[src/rtl/powerup_scheduler.sv]
// Power-up item spawner/effect scheduler: item spawn, pickup, timed effect, respawn cooldown.
// Latency: one tick per transition, effect outputs combinational from tool; no backpressure, holds between ticks.
module powerup_scheduler #(
    parameter int EFFECT_TICKS  = 5000,
    parameter int RESPAWN_TICKS = 256
) (
    input  logic        CLOCK_50,
    input  logic        reset_n,
    input  logic        tick,
    input  logic        run,
    input  logic        hit,
    input  logic        dir_right,
    input  logic [3:0]  rand_tool,
    input  logic [9:0]  rand_x,
    input  logic [9:0]  rand_y,
    output logic        item_visible,
    output logic [9:0]  item_x,
    output logic [9:0]  item_y,
    output logic [3:0]  tool,
    output logic [10:0] ball_r,
    output logic [10:0] ball_speed,
    output logic [10:0] p1_len,
    output logic [10:0] p2_len,
    output logic [10:0] p1_speed,
    output logic [10:0] p2_speed,
    output logic [12:0] remaining
);

    typedef enum logic [1:0] {IDLE, ARMED, ACTIVE, COOLDOWN} state_t;

    localparam logic [12:0] EFFECT_LOAD  = 13'(EFFECT_TICKS - 1);
    localparam logic [12:0] RESPAWN_LOAD = 13'(RESPAWN_TICKS - 1);

    state_t      state_q, state_d;
    logic        vis_q, vis_d;
    logic [9:0]  x_q, x_d, y_q, y_d;
    logic [3:0]  tool_q, tool_d;
    logic [12:0] rem_q, rem_d;
    logic [9:0]  spawn_x, spawn_y;
    logic [3:0]  res_tool;

    // Keep the item box inside the playfield.
    always_comb begin
        spawn_x = rand_x;
        if ({1'b0, rand_x} < 11'd200)       spawn_x = 10'd200;
        else if ({1'b0, rand_x} > 11'd1080) spawn_x = 10'd1023;
        spawn_y = rand_y;
        if (rand_y < 10'd150)      spawn_y = 10'd150;
        else if (rand_y > 10'd870) spawn_y = 10'd870;
    end

    // Beneficial effects go to the last hitter, penalties to the opponent.
    always_comb begin
        res_tool = 4'd0;
        case (rand_tool)
            4'd1, 4'd4:  res_tool = rand_tool;
            4'd2, 4'd3:  res_tool = dir_right ? 4'd2  : 4'd3;
            4'd7, 4'd8:  res_tool = dir_right ? 4'd7  : 4'd8;
            4'd5, 4'd6:  res_tool = dir_right ? 4'd6  : 4'd5;
            4'd9, 4'd10: res_tool = dir_right ? 4'd10 : 4'd9;
            default:     res_tool = 4'd0;
        endcase
    end

    always_comb begin
        state_d = state_q;
        vis_d   = vis_q;
        x_d     = x_q;
        y_d     = y_q;
        tool_d  = tool_q;
        rem_d   = rem_q;
        if (tick) begin
            if (!run) begin
                state_d = IDLE;
                vis_d   = 1'b0;
                tool_d  = 4'd0;
                rem_d   = 13'd0;
            end else begin
                case (state_q)
                    IDLE: begin
                        x_d     = spawn_x;
                        y_d     = spawn_y;
                        vis_d   = 1'b1;
                        state_d = ARMED;
                    end
                    ARMED: begin
                        if (hit) begin
                            vis_d  = 1'b0;
                            x_d    = spawn_x;
                            y_d    = spawn_y;
                            tool_d = res_tool;
                            if (res_tool != 4'd0) begin
                                rem_d   = EFFECT_LOAD;
                                state_d = ACTIVE;
                            end else begin
                                rem_d   = RESPAWN_LOAD;
                                state_d = COOLDOWN;
                            end
                        end
                    end
                    ACTIVE: begin
                        if (rem_q == 13'd0) begin
                            tool_d  = 4'd0;
                            rem_d   = RESPAWN_LOAD;
                            state_d = COOLDOWN;
                        end else begin
                            rem_d = rem_q - 13'd1;
                        end
                    end
                    COOLDOWN: begin
                        if (rem_q == 13'd0) begin
                            vis_d   = 1'b1;
                            state_d = ARMED;
                        end else begin
                            rem_d = rem_q - 13'd1;
                        end
                    end
                    default: state_d = IDLE;
                endcase
            end
        end
    end

    always_ff @(posedge CLOCK_50 or negedge reset_n) begin
        if (!reset_n) begin
            state_q <= IDLE;
            vis_q   <= 1'b0;
            x_q     <= 10'd640;
            y_q     <= 10'd512;
            tool_q  <= 4'd0;
            rem_q   <= 13'd0;
        end else begin
            state_q <= state_d;
            vis_q   <= vis_d;
            x_q     <= x_d;
            y_q     <= y_d;
            tool_q  <= tool_d;
            rem_q   <= rem_d;
        end
    end

    always_comb begin
        ball_r     = 11'd10;
        ball_speed = 11'd1;
        p1_len     = 11'd125;
        p2_len     = 11'd125;
        p1_speed   = 11'd5;
        p2_speed   = 11'd5;
        case (tool_q)
            4'd1:    ball_r     = 11'd20;
            4'd2:    p1_len     = 11'd200;
            4'd3:    p2_len     = 11'd200;
            4'd4:    ball_speed = 11'd2;
            4'd5:    p1_len     = 11'd50;
            4'd6:    p2_len     = 11'd50;
            4'd7:    p1_speed   = 11'd10;
            4'd8:    p2_speed   = 11'd10;
            4'd9:    p1_speed   = 11'd3;
            4'd10:   p2_speed   = 11'd3;
            default: ;
        endcase
    end

    assign item_visible = vis_q;
    assign item_x       = x_q;
    assign item_y       = y_q;
    assign tool         = tool_q;
    assign remaining    = rem_q;

endmodule

[config.mk]
export PLATFORM = sky130hd
export DESIGN_NAME = powerup_scheduler
export DESIGN_NICKNAME = d
export VERILOG_FILES = /design/src/rtl/powerup_scheduler.sv
export SDC_FILE = /design/constraint.sdc
export NUM_CORES = 1
export LEC_CHECK = 0
export CAP_MARGIN = 20
export CORE_MARGIN = 3
export CORE_UTILIZATION = 45
export CTS_CLUSTER_DIAMETER = 80
export CTS_CLUSTER_SIZE = 40
export DETAILED_ROUTE_END_ITERATION = 12
export PLACE_DENSITY = 0.85
export RECOVER_POWER = 100
export SYNTH_ARGS = -nofsm -noshare
export SYNTH_HDL_FRONTEND = slang
export SYNTH_SLANG_ARGS = --single-unit
[constraint.sdc]
create_clock -name CLOCK_50 -period 4.4 [get_ports CLOCK_50]
set_input_delay 0.66 -clock CLOCK_50 [delete_from_list [all_inputs] [get_ports CLOCK_50]]
set_output_delay 0.66 -clock CLOCK_50 [all_outputs]
set_load 0.03 [all_outputs]
==> impl_results.md <==
- Data required time of the critical path: 4.58 ns
- Reg clk slew, reported paths: 0.08 ns
- Relative slew slack: -0.4462
- Fmax: 0.3041 GHz
- Hold endpoint: item_y[9]
- Gr ovfl total: 0
- CTS tree: yes
- R2R depth: 7
- Final min period: 3.289 ns
- WHS Path Cells: 2
- Worst setup startpoint: run
- Synthesis-to-layout area growth: 30.24%
- Skew final: 0.006611 ns
- PostCTS Resize Cnt: 0
- 1st-pass router iterations: 4
- Max Buffers Root-to-Sink: 2
- RR Startpoint: state_q[1]
- Unrepaired setup endpoints after global routing: false
- First-pass GRT wire length: 11610 um
- CP Launch Type: primary input
- Initial Util: 0.4765
- DP HPWL: 5422 um
- # fillers: 528
- Final Hold Fails: 0
- Max Cap Violations: 1
- WHS: 0.4558 ns
- Root buffer cell: clkbuf_8
- Peak supply drop: 0.0003615 V
- Initial antenna violation count: 0
- Synth Flop Type: dfrtp_1
- Setup TNS: 0 ns
- Critical Path End Type: flip-flop
- Tcrit/Tclk final: 0.7474
- DRT antenna net count: 0
- Routability Congestion: 0.8644
- Hold_buf cts: 0
- Final Max Slew Viols: 41
- I/O pin count: 134
- Final setup slack of the worst path: 1.111 ns
- Post-CTS setup buffers: 0
- Cells after synthesis: 346
- Final setup viols: 0
- Initial DRC count: 171
- Total clock sinks: 40
- Final nets: 464
- Sequential cell area fraction in the yosys report: 0.3479
- Fraction of layout cells with a size suffix above 1: 0.05594
- Post-Place Cells: 496
- Largest net degree at the start of global routing: 41
- Standard-cell rows: 28
- Yosys reg bits: 40
- Setup WS pre-CTS: 0.8857 ns
- Die Footprint: 7414 sq um
- Pwr Total: 2.298 mW
- Detail-routed via count per cell: 5.282
- Cell Area, Synth: 2888 sq um
- Async set-or-reset flop fraction in the synthesized netlist: 1.000
- R2r endpoint: item_y[1]
- All-Layer GR Usage: 0.1896
- Worst EP arrival: 3.47 ns
- Number of flops mapped to enable cells by yosys: 0
- Max FO, Critical Path: 18
- Clock latency on the worst-skew pair: 0.29 ns
- Worst setup path category: in2reg
- Tightest Hold Check Type: reg2reg
- Final WL: 7085 um
- Final Non-Filler Cells: 504
- DR vias: 2662
- Number of port buffers: 97
- Mean routed wirelength per cell: 14.06 um
- Reg2reg setup slack: 1.66 ns
- Antenna cells: 0
- Total of warnings raised by yosys: 0
- Worst hold path startpoint: item_y[9]
- PwrDens: 610.9 nW/um^2
- Library cells used by synthesis: 65
- Avg Synthesized Cell Area: 8.346 sq um
- CTS H-Tree Depth: 2
- DRC: 0
- Die W: 86.11 um
- Vias in the first global route: 2525
- Slew @ Worst Pin: 2.169 ns
- Leakage: 1.640 nW
- CTS buffer count: 5
- Status: finished with violations
- Core Area: 6061 sq um
- Violated checks: capacitance limit, slew limit
- Chip Height: 86.11 um
[power by group]
group | switching (mW) | total, mW | internal, mW
registers | 0.155 | 0.686 | 0.530
clock network | 0.135 | 0.321 | 0.186
logic | 0.814 | 1.29 | 0.478
total | 1.10 | 2.30 | 1.19
[layout make-up]
type                    instances  area, sq um  area share
clock buffers                   6        82.58     0.02196
clock inverters                 2        38.79     0.01031
inverters                      23        86.33     0.02295
multi-input cells             260         1486      0.3952
flip-flops and latches         40         1005      0.2671
well taps                      75        93.84     0.02495
repair buffers                 98        968.4      0.2575
[flip-flops by register name, indices dropped and copies added (netlist names)]
register      flops
item_visible      1
item_x           10
item_y           10
remaining        13
state_q           2
tool              4
[critical path: stages]
cell           delay, ns
dlygate4sd3_1       0.93
nand2_1             0.19
nor2b_1             0.62
o311ai_0            0.46
or2_2               0.41
o22a_1              0.19
[metal layers]
| metal | up-vias | wire, um | track usage |
|---|---|---|---|
| met3 | 10 | 476 | 0.03458 |
| met4 | 0 | 116 | 0.05755 |
| met5 | - | 0 | 0 |
| li1 | 1292 | - | - |
| met2 | 105 | 3596 | 0.3343 |
| met1 | 1255 | 2894 | 0.2343 |
[per-stage QoR]
stage / area (sq um) / utilization
finish: 3761 / 0.6206
global route: 3761 / 0.6206
CTS: 3780 / 0.6237
detailed placement: 3659 / 0.6036
global placement: 3659 / 0.6036
floorplan: 3019 / -
[logic make-up (layout without fill, tap and decap cells)]
| group | count (synthesis) | after routing | synth area share |
|---|---|---|---|
| buf+inv | 81 | 129 | 0.1781 |
| simple gates | 131 | 131 | 0.2361 |
| xor+xnor | 1 | 1 | 0.003033 |
| flops | 40 | 40 | 0.3479 |
| other cells | 1 | 36 | 0.001299 |
| compound gates | 85 | 85 | 0.2036 |
| fa+ha+maj | 6 | 6 | 0.02600 |
| mux | 1 | 1 | 0.003899 |
[placed cells by master (no fill, tap or decap), types with 3 or more instances in the layout]
cell type and count:
nor2_1 30, nor2b_1 6, a21oi_1 17, nand2b_1 9, nand3_1 11, inv_1 23, ha_1 6, dfstp_2 3
nand2_1 38, dfrtp_1 37, clkbuf_8 6, or3_1 4, o311ai_0 3, a22o_1 7, a311oi_1 4, dlygate4sd3_1 69
or4_1 3, nor4_1 3, o31ai_1 5, o21ai_0 24, conb_1 36, nor3_1 8, clkdlybuf4s50_1 27
[cells in the mapped netlist, types with 2 or more instances]
cell      number  area share
a21boi_0       2      0.0052
a21o_1         2      0.0052
a21oi_1       17       0.029
a22o_1         7       0.021
a311oi_1       4       0.012
a41oi_1        2      0.0061
and2_1         2      0.0043
buf_4         44        0.11
clkbuf_1       9       0.012
clkbuf_8       2      0.0095
dfrtp_1       37        0.32
dfstp_2        3       0.027
ha_1           6       0.026
inv_1         23       0.030
nand2_1       38       0.049
nand2b_1       9       0.019
nand3_1       11       0.019
nand4_1        2      0.0043
nor2_1        30       0.039
nor2b_1        6       0.013
nor3_1         8       0.014
nor4_1         3      0.0065
o21ai_0       20       0.035
o21ai_1        4      0.0069
o22a_1         2      0.0061
o22ai_1        2      0.0043
o311ai_0       3      0.0091
o31ai_1        5       0.013
or2b_1         2      0.0052
or3_1          4      0.0087
or4_1          3      0.0078
[worst max-delay path by stage]
stage	endpoint	slack (ns)	cells after the start
floorplan	p1_len[5]	1.47	5
CTS	item_y[2]	1.20	6
detailed placement	item_y[2]	0.89	6
finish	item_y[1]	1.11	6
global route	item_y[1]	0.86	6
global placement	item_y[1]	1.06	6
(Power assumes the default switching activity.)
==> patch 1, RTL diff (config.mk and constraints unchanged) <==
Encoding of `state_t`: now one-hot (4 bits for 4 states).
--- a/src/rtl/powerup_scheduler.sv
+++ b/src/rtl/powerup_scheduler.sv
@@ -27,5 +27,5 @@
 );
 
-    typedef enum logic [1:0] {IDLE, ARMED, ACTIVE, COOLDOWN} state_t;
+    typedef enum logic [3:0] {IDLE = 4'b0001, ARMED = 4'b0010, ACTIVE = 4'b0100, COOLDOWN = 4'b1000} state_t;
 
     localparam logic [12:0] EFFECT_LOAD  = 13'(EFFECT_TICKS - 1);
Formal check against the unedited RTL: no difference found for any inputs over 4 cycles, from zero or initial values and one cycle with reset_n low; so few cycles prove little.
==> patch 1 against the unedited design <==
- the run still ends with capacitance limit, slew limit left
- power down 35%
- setup slack better by 0.29 ns
- synthesized area up 1.4%
- register-to-register slack worse by 0.16 ns
- sequential cell count up 2
- routed wire length up 4.7%
- final cell count up 0.79%
- worst hold slack about the same
- critical path depth unchanged
- die area up 1.3%
- cell area up 0.73%
- clock power down 21%
- critical path type unchanged
- largest power group unchanged
- highest routed layer unchanged
==> patch 1: results <==
[outcome]
status = complete, but fails checks
violations = capacitance limit, slew limit

[job]
maxCapViolations = 1

[synthesis]
synth_common_cells = 46 x nand2_1, 45 x buf_4, 38 x dfrtp_1
postSynthCellCount = 348
yosys-top-cells-area = dfrtp_1 32%, buf_4 12%, nand2_1 5.9%
synthDistinctLibCells = 62
synth_seq_area_share_pct = 36.1

[worst_setup_path]
reg2reg_from = state_q[3]$_DFFE_PN0P_
r2r_end = remaining[11]$_DFFE_PN0P_
worstRegToRegCells = 5
r2r_slack_ns = 1.50
cp_max_fo = 10

[drt]
drtIter0Drc = 170
drt-vias-per-instance = 5.46

[global_route]
grt_pass1_vias = 2555
grt_max_degree = 43
grt_pass1_wl_microns = 12200
grt_use_total_pct = 19.8

[placed_design]
pre_cts_ws_ns = 1.32
place.gp.congestion = 0.919
dpl.cell_count = 500
detailed_place_hpwl_microns = 5670

[sta]
drv_slew = 43
hold_slack_ns = 0.456
slew_headroom_pct = -46.1

[worst_hold_path]
hp-start = item_x[7]$_DFFE_PN1P_
whs_endpoint = item_x[7]$_DFFE_PN1P_

[layout]
drive_gt1_share_pct = 5.54
stdcell_count = 508

[power_and_ir_drop]
ir_drop_mv = 0.314
power_leakage_nw = 1.72
## patch 1: through the flow
step	cell area, sq um	power, W
global placement	3730	0.00127
global route	3790	0.00158
CTS	3820	0.00154
detailed placement	3730	0.00129
floorplan	3060	0.00103
finish	3790	0.00149
## patch 1: final cells by class
type,count,area (sq um),area share [%]
clock buffer,5,68.8,1.82
tap,75,93.8,2.48
sequential,42,1060,27.9
timing repair buffer,98,972,25.7
inverter,18,67.6,1.78
multi-input combinational,267,1510,39.8
clock inverter,3,21.3,0.561
## patch 1: how the worst max path moves through the flow
stage / slack [ns] / startpoint / endpoint / cells past startpoint
floorplan: 1.58 / tool[0]$_DFFE_PN0P_ / p1_len[5] / 4
global placement: 1.39 / run / item_y[2]$_DFFE_PN0P_ / 5
detailed placement: 1.32 / run / item_y[1]$_DFFE_PN0P_ / 5
CTS: 1.62 / tool[1]$_DFFE_PN0P_ / ball_r[2] / 4
global route: 1.26 / run / remaining[11]$_DFFE_PN0P_ / 6
finish: 1.41 / run / remaining[11]$_DFFE_PN0P_ / 6
## patch 1: critical path, stage by stage
cell and delay [ns]:
dlygate4sd3_1 0.73, inv_1 0.15, o31ai_1 0.93, nor3_1 0.22, and3_1 0.23, a221o_1 0.25
## patch 1: layer usage
layer  part of all wire [%]  GRT usage (%)  vias up
met5                      0              0        -
met3                    7.1           3.23        4
met1                     43           26.9     1324
li1                       -              -     1341
met2                     49           33.2      103
met4                   0.50           4.25        0
## patch 1: kinds of logic (layout without fill, tap and decap cells)
kind of cell / Yosys count / after routing / share of synthesized area (%)
simple gates: 132 / 132 / 23.1
compound gates: 94 / 94 / 22.9
buf+inv: 74 / 124 / 16.0
flops: 42 / 42 / 36.1
fa+ha+maj: 2 / 2 / 0.855
xor+xnor: 2 / 2 / 0.598
other cells: 1 / 36 / 0.128
mux: 1 / 1 / 0.342
## patch 1: report_power, final
| part | total [W] | internal [W] | switching, W |
|---|---|---|---|
| Combinational | 0.000675 | 0.000249 | 0.000425 |
| Clock | 0.000252 | 0.000112 | 0.000140 |
| Sequential | 0.000561 | 0.000491 | 0.0000705 |
==> patch 2, RTL diff (config.mk and constraints unchanged) <==
Without the edit above. Set the parameter `EFFECT_TICKS` to 4096 (it was 5000).
--- a/src/rtl/powerup_scheduler.sv
+++ b/src/rtl/powerup_scheduler.sv
@@ -2,5 +2,5 @@
 // Latency: one tick per transition, effect outputs combinational from tool; no backpressure, holds between ticks.
 module powerup_scheduler #(
-    parameter int EFFECT_TICKS  = 5000,
+    parameter int EFFECT_TICKS  = 4096,
     parameter int RESPAWN_TICKS = 256
 ) (
Behaviour: not the same (Yosys sat finds a counterexample within 4 cycles, from zero or initial values and one cycle with reset_n low).
==> patch 2 against the unedited design <==
- the flow still finishes with violations (capacitance limit, slew limit)
- routed wire length fell by 4.6%
- synthesized area fell by 3.2%
- die area fell by 3.0%
- count of clock-buffer cells in the layout fell by 1
- setup slack improved by 0.11 ns
- sequential cell count did not move
- clock power fell by 5%
- cell area fell by 2.2%
- power fell by 8.0%
- critical endpoint is now remaining[4]$_DFFE_PN0P_
- largest cell class unchanged
- largest power group unchanged
- highest routed layer unchanged
==> patch 2: results <==
[synthesis]
synth_seq_area_share_pct = 36.0
async_flop_share_pct = 100
synth-xor-area-share_pct = 0.313
synthMuxAreaShare_pct = 0
yosys-top-cells-area = dfrtp_1 33%, buf_4 12%, o21ai_0 5.7%
synth_fa_ha_area_share_pct = 2.24
synthDistinctLibCells = 53
ys_warn_count = 0
synth_compound_area_share_pct = 24.6
synth_common_cells = 44 x buf_4, 42 x nand2_1, 37 x dfrtp_1

[global_route]
grt_pass1_wl_microns = 10900
grt_util_met1_pct = 23.9
antenna_found_initial = 0
grt_max_degree = 41
grt_pass1_vias = 2378
met3_usage_pct = 4.81
use_met2_pct = 30.8
grt_use_total_pct = 18.1

[cts]
clk_path_buf_depth = 2
path_clk_slew_ns = 0.08
ctsResizeCount = 0
cts-buffers-inserted = 5
post-cts-setup-buffers = 0
clock-root-buffer = clkbuf_8
clk_latency_ns = 0.30
ctsHtreeMaxLevel = 2

[drt]
drtPass1Iterations = 4
met1_length_microns = 2890
wl_met2_microns = 3350
top_layer = met4
wl_met3_microns = 479
drtIter0Drc = 137
drt-vias-per-instance = 5.21
routed_wl_microns = 6760

[layout]
drive_gt1_share_pct = 4.28
nets = 455
antennaDiodeCount = 0
largest_reg_flops = 13
fillers = 512

[worst_hold_path]
hold_path_class = register to register

[sta]
slew_headroom_pct = -40.2
drv_slew = 41
clock_skew_ns = 0.00787

[worst_setup_path]
critPathArrivalTime_ns = 3.40
crit_slowest_cell = o21ai_0
cp_max_fo = 9
cpPeakStageDelay_ns = 0.83
critical-path-top-delay-family = compound AO/OA/AOI/OAI gates

[job]
maxCapViolations = 1

[power_and_ir_drop]
ir_drop_mv = 0.331
power_leakage_nw = 1.65

[placed_design]
numPortBuffers = 97
detailed_place_hpwl_microns = 5210
place.gp.congestion = 0.906

[outcome]
violations = capacitance limit, slew limit
status = complete, but fails checks
## patch 2: stage by stage
stage | power (W) | worst slack [ns] | hold WS [ns] | area [sq um] | cells
final | 0.00211 | 1.22 | 0.463 | 3680 | 496
after global routing | 0.00225 | 0.912 | 0.483 | 3680 | 496
after CTS | 0.00222 | 1.62 | 0.468 | 3730 | 496
after detailed placement | 0.00191 | 1.66 | 0.456 | 3610 | 488
after global placement | 0.00188 | 1.69 | 0.443 | 3610 | 488
after floorplan | 0.00148 | 1.45 | 0.364 | 2930 | 369
## patch 2: kinds of logic (layout without fill, tap and decap cells)
logic type,after synthesis,count (layout)
xor+xnor,1,1
other cells,1,36
compound gates,99,99
buf+inv,80,132
simple gates,108,108
flops,40,40
fa+ha+maj,5,5
## patch 2: final cells by class
type	count	area share (%)
sequential	40	27.3
timing repair buffer	97	26.2
multi-input combinational	249	38.0
inverter	27	2.76
clock inverter	3	1.29
clock buffer	5	1.87
tap	75	2.55
## patch 2: worst paths after layout
path / cells past startpoint / end / slack, ns / startpoint
hold / removal: 2 / item_x[7]$_DFFE_PN1P_ / 0.46 / item_x[7]$_DFFE_PN1P_
hold reg to reg: 2 / item_x[7]$_DFFE_PN1P_ / 0.46 / item_x[7]$_DFFE_PN1P_
min in group asynchronous: 1 / item_x[8]$_DFFE_PN0P_ / 0.96 / reset_n
setup / recovery: 7 / remaining[4]$_DFFE_PN0P_ / 1.22 / remaining[0]$_DFFE_PN0P_
max in group asynchronous: 1 / remaining[12]$_DFFE_PN0P_ / 2.23 / reset_n
setup reg to reg: 7 / remaining[4]$_DFFE_PN0P_ / 1.22 / remaining[0]$_DFFE_PN0P_
## patch 2: power breakdown
part           internal (W)  switching, W
combinational      0.000425      0.000714
clock              0.000171      0.000135
sequential         0.000526      0.000142
